## config.mk

```make
export PLATFORM = sky130hd
export DESIGN_NAME = gated_prod_accum
export DESIGN_NICKNAME = d
export VERILOG_FILES = /design/src/rtl/gated_prod_pkg.sv /design/src/rtl/gated_prod_accum_mul_stage.sv /design/src/rtl/gated_prod_accum.sv
export SDC_FILE = /design/constraint.sdc
export NUM_CORES = 1
export LEC_CHECK = 0
export ABC_AREA = 1
export BUFFER_PORTS_ARGS = -buffer_cell sky130_fd_sc_hd__buf_4
export CAP_MARGIN = 30
export CELL_PAD_IN_SITES_DETAIL_PLACEMENT = 2
export CELL_PAD_IN_SITES_GLOBAL_PLACEMENT = 2
export CORE_MARGIN = 5
export CORE_UTILIZATION = 32
export DETAILED_ROUTE_END_ITERATION = 10
export PLACE_DENSITY = 0.86
export SKIP_LAST_GASP = 1
export SLEW_MARGIN = 20
export SYNTH_ARGS = -nofsm -noshare
export SYNTH_HDL_FRONTEND = slang
export SYNTH_SLANG_ARGS = --single-unit
```

## constraint.sdc

```tcl
create_clock -name clk -period 1.65 [get_ports clk]
set_input_delay 0.165 -clock clk [delete_from_list [all_inputs] [get_ports clk]]
set_output_delay 0.165 -clock clk [all_outputs]
set_load 0.01 [all_outputs]
```

## src/rtl/gated_prod_pkg.sv

```systemverilog
// Shared types, default widths and the gated multiply helper for the
// gated sum-of-products accumulator.
package gated_prod_pkg;

    localparam int DEF_AW        = 9;
    localparam int DEF_BW        = 8;
    localparam int DEF_OW        = 17;
    localparam int DEF_OFFW      = 7;
    localparam int DEF_MAX_TERMS = 8;

    typedef enum logic [1:0] {
        ST_IDLE  = 2'd0,
        ST_ACC   = 2'd1,
        ST_DRAIN = 2'd2,
        ST_DONE  = 2'd3
    } state_t;

    // Full-width product, forced to zero for gated terms.
    function automatic logic [DEF_OW-1:0] gated_mul(
        input logic [DEF_AW-1:0] a,
        input logic [DEF_BW-1:0] b,
        input logic              gate
    );
        logic [DEF_AW+DEF_BW-1:0] w_p;
        w_p = {{DEF_BW{1'b0}}, a} * {{DEF_AW{1'b0}}, b};
        if (gate) begin
            gated_mul = {DEF_OW{1'b0}};
        end else begin
            gated_mul = DEF_OW'(w_p);
        end
    endfunction

endpackage

```

## src/rtl/gated_prod_accum_mul_stage.sv

```systemverilog
// Stage-1 registered gated multiplier; valid and last travel with the product.
module gated_mul_stage
    import gated_prod_pkg::*;
(
    input  logic              clk,
    input  logic              rst_n,
    input  logic              i_valid,
    input  logic [DEF_AW-1:0] i_a,
    input  logic [DEF_BW-1:0] i_b,
    input  logic              i_gate,
    input  logic              i_last,
    output logic              o_valid,
    output logic [DEF_OW-1:0] o_prod,
    output logic              o_last
);

    logic              r_valid;
    logic [DEF_OW-1:0] r_prod;
    logic              r_last;

    // Product register: payload only loads on an accepted beat
    always_ff @(posedge clk or negedge rst_n) begin
        if (!rst_n) begin
            r_valid <= 1'b0;
            r_prod  <= {DEF_OW{1'b0}};
            r_last  <= 1'b0;
        end else begin
            r_valid <= i_valid;
            if (i_valid) begin
                r_prod <= gated_mul(i_a, i_b, i_gate);
                r_last <= i_last;
            end else begin
                r_prod <= r_prod;
                r_last <= r_last;
            end
        end
    end

    assign o_valid = r_valid;
    assign o_prod  = r_prod;
    assign o_last  = r_last;

endmodule

```

## src/rtl/gated_prod_accum.sv

```systemverilog
// Frame accumulator: sums gated a*b terms plus a per-frame offset (mod 2^OW)
// and presents the result, term count and overflow flag on a valid/ready port.
module gated_prod_accum
    import gated_prod_pkg::*;
#(
    parameter int AW        = DEF_AW,
    parameter int BW        = DEF_BW,
    parameter int OW        = DEF_OW,
    parameter int OFFW      = DEF_OFFW,
    parameter int MAX_TERMS = DEF_MAX_TERMS
)(
    input  logic                             clk,
    input  logic                             rst_n,
    input  logic                             in_valid,
    output logic                             in_ready,
    input  logic [AW-1:0]                    in_a,
    input  logic [BW-1:0]                    in_b,
    input  logic                             in_gate,
    input  logic                             in_last,
    input  logic [OFFW-1:0]                  in_offset,
    output logic                             out_valid,
    input  logic                             out_ready,
    output logic [OW-1:0]                    out_sum,
    output logic [$clog2(MAX_TERMS+1)-1:0]   out_cnt,
    output logic                             out_ovf
);

    localparam int CW = $clog2(MAX_TERMS + 1);

    state_t          r_state;
    state_t          w_state_nxt;
    logic            r_in_ready;
    logic [OW-1:0]   r_acc;
    logic [CW-1:0]   r_cnt;
    logic [CW-1:0]   w_cnt_nxt;
    logic            r_fin;
    logic            r_out_valid;
    logic [OW-1:0]   r_out_sum;
    logic [CW-1:0]   r_out_cnt;
    logic            r_out_ovf;

    logic            w_xfer;
    logic            w_first;
    logic            w_emit;
    logic            w_ovf_hit;
    logic            w_p_valid;
    logic [OW-1:0]   w_p_prod;
    logic            w_p_last;

    assign w_xfer    = in_valid & r_in_ready;
    assign w_first   = w_xfer & (r_state == ST_IDLE);
    assign w_emit    = (r_state == ST_DRAIN) & r_fin;
    assign w_ovf_hit = w_xfer & ~in_last & (w_cnt_nxt == CW'(MAX_TERMS));

    gated_mul_stage u_mul (
        .clk     (clk),
        .rst_n   (rst_n),
        .i_valid (w_xfer),
        .i_a     (in_a),
        .i_b     (in_b),
        .i_gate  (in_gate),
        .i_last  (in_last),
        .o_valid (w_p_valid),
        .o_prod  (w_p_prod),
        .o_last  (w_p_last)
    );

    // Next-state and saturating term count
    always_comb begin
        w_state_nxt = r_state;
        w_cnt_nxt   = r_cnt;
        if (w_first) begin
            w_cnt_nxt = CW'(1);
        end else if (r_cnt == CW'(MAX_TERMS)) begin
            w_cnt_nxt = r_cnt;
        end else begin
            w_cnt_nxt = r_cnt + CW'(1);
        end
        case (r_state)
            ST_IDLE: begin
                if (w_xfer) begin
                    w_state_nxt = in_last ? ST_DRAIN : ST_ACC;
                end else begin
                    w_state_nxt = ST_IDLE;
                end
            end
            ST_ACC: begin
                if (w_xfer && in_last) begin
                    w_state_nxt = ST_DRAIN;
                end else begin
                    w_state_nxt = ST_ACC;
                end
            end
            ST_DRAIN: begin
                if (r_fin) begin
                    w_state_nxt = ST_DONE;
                end else begin
                    w_state_nxt = ST_DRAIN;
                end
            end
            ST_DONE: begin
                if (out_ready) begin
                    w_state_nxt = ST_IDLE;
                end else begin
                    w_state_nxt = ST_DONE;
                end
            end
            default: w_state_nxt = ST_IDLE;
        endcase
    end

    // State, ready and accumulation registers
    always_ff @(posedge clk or negedge rst_n) begin
        if (!rst_n) begin
            r_state    <= ST_IDLE;
            r_in_ready <= 1'b0;
            r_acc      <= {OW{1'b0}};
            r_cnt      <= {CW{1'b0}};
            r_fin      <= 1'b0;
        end else begin
            r_state    <= w_state_nxt;
            r_in_ready <= (w_state_nxt == ST_IDLE) || (w_state_nxt == ST_ACC);
            // The offset enters only through the load; the adder never sees it
            if (w_first) begin
                r_acc <= {{(OW-OFFW){1'b0}}, in_offset};
            end else if (w_p_valid) begin
                r_acc <= r_acc + w_p_prod;
            end else begin
                r_acc <= r_acc;
            end
            if (w_xfer) begin
                r_cnt <= w_cnt_nxt;
            end else begin
                r_cnt <= r_cnt;
            end
            if (w_p_valid && w_p_last) begin
                r_fin <= 1'b1;
            end else if (w_emit) begin
                r_fin <= 1'b0;
            end else begin
                r_fin <= r_fin;
            end
        end
    end

    // Result port registers
    always_ff @(posedge clk or negedge rst_n) begin
        if (!rst_n) begin
            r_out_valid <= 1'b0;
            r_out_sum   <= {OW{1'b0}};
            r_out_cnt   <= {CW{1'b0}};
            r_out_ovf   <= 1'b0;
        end else begin
            if (w_emit) begin
                r_out_valid <= 1'b1;
                r_out_sum   <= r_acc;
                r_out_cnt   <= r_cnt;
            end else if ((r_state == ST_DONE) && out_ready) begin
                r_out_valid <= 1'b0;
            end else begin
                r_out_valid <= r_out_valid;
            end
            if (w_first) begin
                r_out_ovf <= w_ovf_hit;
            end else if (w_ovf_hit) begin
                r_out_ovf <= 1'b1;
            end else begin
                r_out_ovf <= r_out_ovf;
            end
        end
    end

    assign in_ready  = r_in_ready;
    assign out_valid = r_out_valid;
    assign out_sum   = r_out_sum;
    assign out_cnt   = r_out_cnt;
    assign out_ovf   = r_out_ovf;

endmodule

```

==> impl_metrics.csv, run 1 <==
group,metric,value,unit
placed_design,gp_congestion,0.809,
sta,final.period_utilization,212,%
critical_path,cp_num_cells,19,
placed_design,numPortBuffers,53,
cells_and_area,layout_commonest_cell,"nand2_1",
global_route,grt_pass1_vias,7646,
sta,fin_skew,0.0154,ns
synth,synth_compound_area_share,6.94,%
cts,cts_root_buf,"clkbuf_16",
global_route,globalRouteMet2Util,52.6,%
critical_path,rr_startpoint,"r_acc[0]$_DFFE_PN0P_",
cts,cts_tree,"built",
synth,synth_top_family_by_area,"simple AND/OR/NAND/NOR gates",
cells_and_area,multiInputGateArea,4980,um^2
synth,synthXorXnorAreaFrac,1.10,%
cells_and_area,areaGrowthSynthToFinish,48.3,%
detailed_routing,via_per_inst,5.23,
synth,synth_cells,883,
cts,cts_buffer_depth,2,
placed_design,dpl.hpwl,19100,um
worst_hold_path,min_from,"in_offset[2]",
floorplanning,coreArea,19500,um^2
floorplanning,rows,51,
global_route,track_usage,25.5,%
critical_path,slowest_stage,"fa_1",
cts,clkLatencyLatePin,0.35,ns
worst_hold_path,min_to,"r_acc[2]$_DFFE_PN0P_",
critical_path,rrSetupSlack,-0.26,ns
cells_and_area,diodes,0,
sta,tightest_slew,0.621,ns
critical_path,crit_fanout,5,
synth,synthMuxAreaShare,0,%
synth,async_flop_share,100,%
floorplanning,initial_core_util,32.7,%
cells_and_area,seq_area,1690,um^2
synth,ys_ff_latch,67,
global_route,grt_max_degree,37,
power_and_ir_drop,peakVddDrop,838,uV
floorplanning,chipWidth,151,um
detailed_routing,wl_per_cell,26.3,um
global_route,met3_usage,2.27,%
outcome,violations,"setup timing",
critical_path,reg2reg_depth,11,
critical_path,critical_path_required,1.89,ns
floorplanning,ios,54,
worst_hold_path,hold_class,"in2reg",
cells_and_area,drive_gt1_share,44.8,%
synth,synth_edf_count,0,
detailed_routing,wirelength,33900,um
global_route,grtUsageMet1,26.6,%
synth,yosys_warnings,0,
cts,htree_levels,3,
critical_path,cp.arrival,3.73,ns
global_route,antenna_found_initial,0,
sta,slew_headroom,58.6,%
cells_and_area,final_cells,1289,
global_route,grt-ovfl-total,0,
critical_path,end_kind,"flop",
cells_and_area,fill_cells,2122,
cts,clock-sinks,67,
placed_design,dp.cells,1246,
synth,syn_area,6380,um^2
detailed_routing,drc,0,
placed_design,dp_slack,-2.13,ns
global_route,grt_pass1_wl,44200,um
job,maxCapViolCount,0,
critical_path,slowest_delay,0.60,ns
critical_path,start_kind,"input port",
floorplanning,die-area,22900,um^2
sta,setup-violations-final,29,
synth,syn_area_per_cell,7.23,um^2
detailed_routing,drt_iter0_drc,298,
synth,synth-simple-area-share,26.8,%
sta,rsz0062_at_grt,"true",
cts,clkTransAtPathRegs,0.07,ns
worst_hold_path,hold_depth,3,
floorplanning,fp.dieH,151,um
critical_path,critPathBufInv,5,
synth,synthAdderAreaFrac,24.3,%
cells_and_area,layout_common_cells,"194 x nand2_1, 157 x inv_1, 120 x buf_4",
critical_path,critical_path.cell_chain,"buf_12, nand2_4, inv_2, fa_1, fa_2, fa_1, inv_2, fa_1, inv_2, ha_4, nand2_2, nand2_2, inv_2, o21ai_2, nand2_2, nand3_2, nand2_1, nand3_2, nand2_2",
sta,final.min_clock_period,3.49,ns
detailed_routing,vias,6740,
cells_and_area,nets,1149,
power_and_ir_drop,p_per_area,2010,nW/um^2
critical_path,reg2reg_to,"r_acc[8]$_DFFE_PN0P_",
sta,setup_ws,-1.84,ns
critical_path,crit_family,"adder cells",
synth,yosysUniqueCellTypes,42,
outcome,outcome,"finished, violations left",
sta,hold_violations,0,
global_route,top_usage_layer,"met2",
detailed_routing,firstDrtPassIters,4,
sta,clock.fmax,0.286,GHz
detailed_routing,detail-route-antenna-nets,0,
critical_path,worstSetupPathType,"in2reg",
synth,synthFlopType,"dfrtp_1",
synth,synth_nets,1011,
power_and_ir_drop,p_leak,5.22,nW
synth,yosysSeqAreaShare,26.3,%
cts,numCtsBuffers,9,
sta,drv_slew,0,
[cells by family (layout without fill, tap and decap cells)]
family / Yosys count / after routing
fa+ha+maj: 98 / 98
compound gates: 73 / 73
flops: 67 / 67
buf+inv: 239 / 380
xor+xnor: 8 / 8
simple gates: 398 / 398
[sequential cells by signal, summed over array words and instances, names as in the netlist]
signal,cells
u_mul.o_last,1
u_mul.o_prod,17
out_sum,17
r_cnt,4
out_valid,1
r_state,2
r_acc,17
out_cnt,4
r_fin,1
in_ready,1
out_ovf,1
u_mul.o_valid,1
[where the power goes]
group	switching [mW]	internal, mW	leakage (nW)
Clock	0.827	1.20	0.135
Sequential	0.849	2.36	0.844
Combinational	8.28	5.45	4.24
[layout make-up]
type / instances / area share [%]
sequential: 67 / 17.9
clock buffer: 12 / 2.61
clock inverter: 2 / 0.397
timing repair buffer: 154 / 14.3
tap: 265 / 3.51
inverter: 212 / 8.68
multi-input combinational: 577 / 52.6
[per-stage QoR]
stage	total power [mW]	setup TNS [ns]	utilization, %	hold slack (ns)	instance area [um^2]
finish	19.0	-23.87	48.4	0.109	9460
global route	19.8	-25.85	48.4	0.122	9460
CTS	15.9	-20.51	45.1	0.0674	8800
detailed placement	11.9	-27.37	39.6	0.152	7730
global placement	10.9	-23.67	39.6	0.144	7730
floorplan	8.25	-20.16	-	-0.131	6760
[worst register-to-register path, cell delays in order, from the launching register on]
cell and delay (ns):
dfrtp_1 0.42, ha_4 0.17, inv_2 0.04, fa_2 0.36
inv_2 0.09, nand3_2 0.08, nand3_4 0.11, nand2_4 0.09
nand2_8 0.12, or2_1 0.13, nand3_2 0.09, o21ai_2 0.12
[synth_stat cells (2+ instances only)]
library cell,n,share of area [%]
a21oi_1,19,1.5
a22o_1,3,0.41
buf_2,5,0.39
buf_6,3,0.53
clkbuf_1,18,1.1
dfrtp_1,67,26
fa_1,43,13
ha_1,55,11
inv_1,202,12
inv_2,8,0.47
nand2_1,294,17
nand2_2,7,0.69
nand3_1,34,2.7
nand3_2,11,1.7
nand3b_1,4,0.47
nand4_1,7,0.69
nor2_1,26,1.5
nor2_2,2,0.20
nor3_1,5,0.39
o21ai_0,14,1.1
o21ai_1,20,1.6
o21ai_2,5,0.69
o21bai_1,2,0.24
o22ai_2,3,0.59
or2_1,3,0.29
xnor2_1,2,0.27
xor2_1,6,0.82
[metal layers]
metal  share of wire [%]  vias to the layer above
li1                    -                     2916
met1                  35                     3470
met2                  56                      234
met3                 3.2                      120
met4                 5.4                        0
met5                   0                        -
[what timing repair did]
| item | 4_1_cts | 5_1_grt |
|---|---|---|
| pin swaps | 62 | 97 |
| hold buffers | 1 | 0 |
| resized for setup | 160 | 169 |
| hold endpoints to repair | 31 | 0 |
| setup endpoints to repair | 29 | 32 |
| buffers inserted | 16 | 18 |
[how the worst max path moves through the flow]
stage	to	slack, ns	startpoint
after floorplan	u_mul.o_prod[16]$_DFFE_PN0P_	-1.71	in_a[5]
after detailed placement	u_mul.o_prod[13]$_DFFE_PN0P_	-2.13	in_b[5]
after global placement	u_mul.o_prod[13]$_DFFE_PN0P_	-1.93	in_b[7]
after CTS	u_mul.o_prod[13]$_DFFE_PN0P_	-1.66	in_b[5]
after global routing	u_mul.o_prod[13]$_DFFE_PN0P_	-1.95	in_b[4]
final	u_mul.o_prod[13]$_DFFE_PN0P_	-1.84	in_b[7]
Note: power is estimated with default switching activity, not from simulation.
==> run 2: changes to the inputs <==
--- a/config.mk
+++ b/config.mk
@@ -10,10 +10,10 @@
 export CAP_MARGIN = 30
 export CELL_PAD_IN_SITES_DETAIL_PLACEMENT = 2
 export CELL_PAD_IN_SITES_GLOBAL_PLACEMENT = 2
-export CORE_MARGIN = 5
 export CORE_UTILIZATION = 32
 export DETAILED_ROUTE_END_ITERATION = 10
 export PLACE_DENSITY = 0.86
+export REMOVE_ABC_BUFFERS = 1
 export SKIP_LAST_GASP = 1
 export SLEW_MARGIN = 20
 export SYNTH_ARGS = -nofsm -noshare
==> constraint.sdc (replaced) <==
create_clock -name clk -period 3 [get_ports clk]
set_input_delay 0.3 -clock clk [delete_from_list [all_inputs] [get_ports clk]]
set_output_delay 0.3 -clock clk [all_outputs]
set_load 0.01 [all_outputs]
==> run 2 against run 1 <==
  * Sequential power is 51% lower
  * Sequential share of layout area is 2.0 points higher
  * First-iteration DRC count is 56% lower
  * Core utilization is 5.4 points lower
  * Register-to-register slack better by 1.2 ns
  * Clock power is 44% lower
  * The run still ends with setup timing left
==> impl_metrics.csv, run 2 (synthesis results as in run 1) <==
group,metric,value,unit
outcome,outcome,"finished, violations left",
outcome,violations,"setup timing",
floorplanning,ios,54,
sta,setup_ws,-0.634,ns
critical_path,cpMostUsedCell,"fa_1",
global_route,grt_pass1_wl,36500,um
cells_and_area,diodes,0,
floorplanning,chipWidth,143,um
placed_design,dp.cells,1223,
cts,cts_buffer_depth,2,
detailed_routing,drt_iter0_drc,130,
critical_path,slowest_delay,0.57,ns
sta,final.min_clock_period,3.63,ns
floorplanning,die-area,20500,um^2
critical_path,reg2reg_depth,13,
floorplanning,rows,51,
floorplanning,fp.dieH,143,um
critical_path,crit_family,"adder cells",
job,maxCapViolCount,0,
cts,cts_root_buf,"clkbuf_16",
cells_and_area,areaGrowthSynthToFinish,31.8,%
detailed_routing,vias,6025,
floorplanning,coreArea,19500,um^2
cells_and_area,layout_common_cells,"249 x nand2_1, 171 x inv_1, 90 x buf_4",
sta,clock.fmax,0.275,GHz
cts,clkLatencyLatePin,0.34,ns
critical_path,rr_startpoint,"u_mul.o_prod[0]$_DFFE_PN0P_",
detailed_routing,drc,0,
cells_and_area,drive_gt1_share,29.6,%
detailed_routing,firstDrtPassIters,4,
power_and_ir_drop,p_per_area,984,nW/um^2
sta,holdWs,0.205,ns
critical_path,reg2reg_to,"r_acc[12]$_DFFE_PN0P_",
cells_and_area,nets,1110,
sta,slew_headroom,62.3,%
critical_path,worstSetupPathType,"in2reg",
power_and_ir_drop,peakVddDrop,424,uV
critical_path,critical_path.cell_chain,"buf_12, buf_6, nand2_4, inv_4, fa_1, fa_1, fa_1, inv_2, fa_1, inv_2, ha_4, a21oi_4, nor2_2, nor2_2, nand3_1, nand2_1, nand3_2, nand2_2",
critical_path,rrSetupSlack,0.92,ns
cts,clkTransAtPathRegs,0.06,ns
sta,final.period_utilization,121,%
worst_hold_path,min_from,"in_offset[6]",
detailed_routing,via_per_inst,4.81,
worst_hold_path,hold_class,"in2reg",
power_and_ir_drop,p_leak,4.81,nW
worst_hold_path,min_to,"r_acc[6]$_DFFE_PN0P_",
cells_and_area,final_cells,1252,
placed_design,gp_congestion,0.777,
critical_path,critical_path_required,3.28,ns
sta,fin_skew,0.0104,ns
global_route,grt_pass1_vias,6889,
detailed_routing,wl_per_cell,18.9,um
cts,htree_levels,3,
critical_path,end_kind,"flop",
placed_design,numPortBuffers,53,
sta,hold_violations,0,
critical_path,start_kind,"input port",
sta,setup-violations-final,11,
cts,cts_tree,"built",
sta,rsz0062_at_grt,"true",
cells_and_area,fin_util,43.1,%
critical_path,cp.arrival,3.91,ns
cells_and_area,layout_commonest_cell,"nand2_1",
global_route,antenna_found_initial,0,
critical_path,startpoint,"in_b[5]",
sta,tightest_slew,0.565,ns
global_route,grt-ovfl-total,0,
critical_path,critPathBufInv,5,
detailed_routing,wirelength,23700,um
placed_design,dpl.hpwl,15900,um
detailed_routing,detail-route-antenna-nets,0,
floorplanning,initial_core_util,32.7,%
global_route,grt_max_degree,68,
critical_path,slowest_stage,"fa_1",
global_route,track_usage,23.2,%
power_and_ir_drop,p_total,8.27,mW
cts,clock-sinks,67,
cts,numCtsBuffers,9,
sta,drv_slew,0,
critical_path,crit_fanout,5,
worst_hold_path,hold_depth,3,
==> run 2: changes by cell type in the layout (fill, tap and decap cells not counted), sizes merged <==
cell	delta
inv	+1
clkinv	+1
buf	-39
bufinv	+1
clkbuf	-1
==> run 2: layer usage <==
metal	wire, um	share of wire, %	GRT usage (%)
met1	9290	39	26.0
met2	13300	56	45.6
met3	482	2.0	2.05
met4	573	2.4	7.36
met5	0	0	0
==> run 2: worst max-delay path by stage <==
stage | to | slack [ns] | depth (start not counted)
finish | u_mul.o_prod[13]$_DFFE_PN0P_ | -0.63 | 18
CTS | u_mul.o_prod[16]$_DFFE_PN0P_ | -0.59 | 20
global route | u_mul.o_prod[16]$_DFFE_PN0P_ | -0.70 | 21
detailed placement | u_mul.o_prod[16]$_DFFE_PN0P_ | -1.09 | 20
global placement | u_mul.o_prod[13]$_DFFE_PN0P_ | -0.88 | 17
floorplan | u_mul.o_prod[16]$_DFFE_PN0P_ | -0.59 | 17
==> run 2: per-stage QoR <==
| stage | instance area, um^2 | setup TNS [ns] | setup WS [ns] |
|---|---|---|---|
| 6_report | 8410 | -5.49 | -0.634 |
| 3_5_place_dp | 7350 | -11.51 | -1.09 |
| 3_3_place_gp | 7350 | -9.29 | -0.884 |
| 4_1_cts | 8050 | -4.70 | -0.588 |
| 2_1_floorplan | 6250 | -5.59 | -0.586 |
| 5_1_grt | 8410 | -6.67 | -0.705 |
==> run 2: worst min-delay path, delay by kind of cell <==
family	cells	cell delay [ns]
simple gates	2	0.13
buf+inv	1	0.08
==> run 2: area by class of cell <==
cell class | instances | area, um^2
clock buffers | 11 | 233
clock inverters | 5 | 77.6
fillers | 2250 | 11100
inverters | 212 | 811
multi-input cells | 577 | 4290
flip-flops and latches | 67 | 1680
well taps | 265 | 332
repair buffers | 115 | 997
==> run 2: power by group <==
part	internal, mW	switching (mW)	total, mW
registers	1.28	0.297	1.58
logic	2.18	3.38	5.56
clock network	0.725	0.410	1.13
==> run 2: timing repair <==
| item | in CTS | in global routing |
|---|---|---|
| endpoints found under the hold margin | 0 | 33 |
| pin swaps | 49 | 62 |
| setup endpoints to repair | 12 | 12 |
| hold buffers | 0 | 1 |
| buffers inserted | 3 | 9 |
| cloned | 0 | 0 |
| gates resized for setup | 108 | 81 |
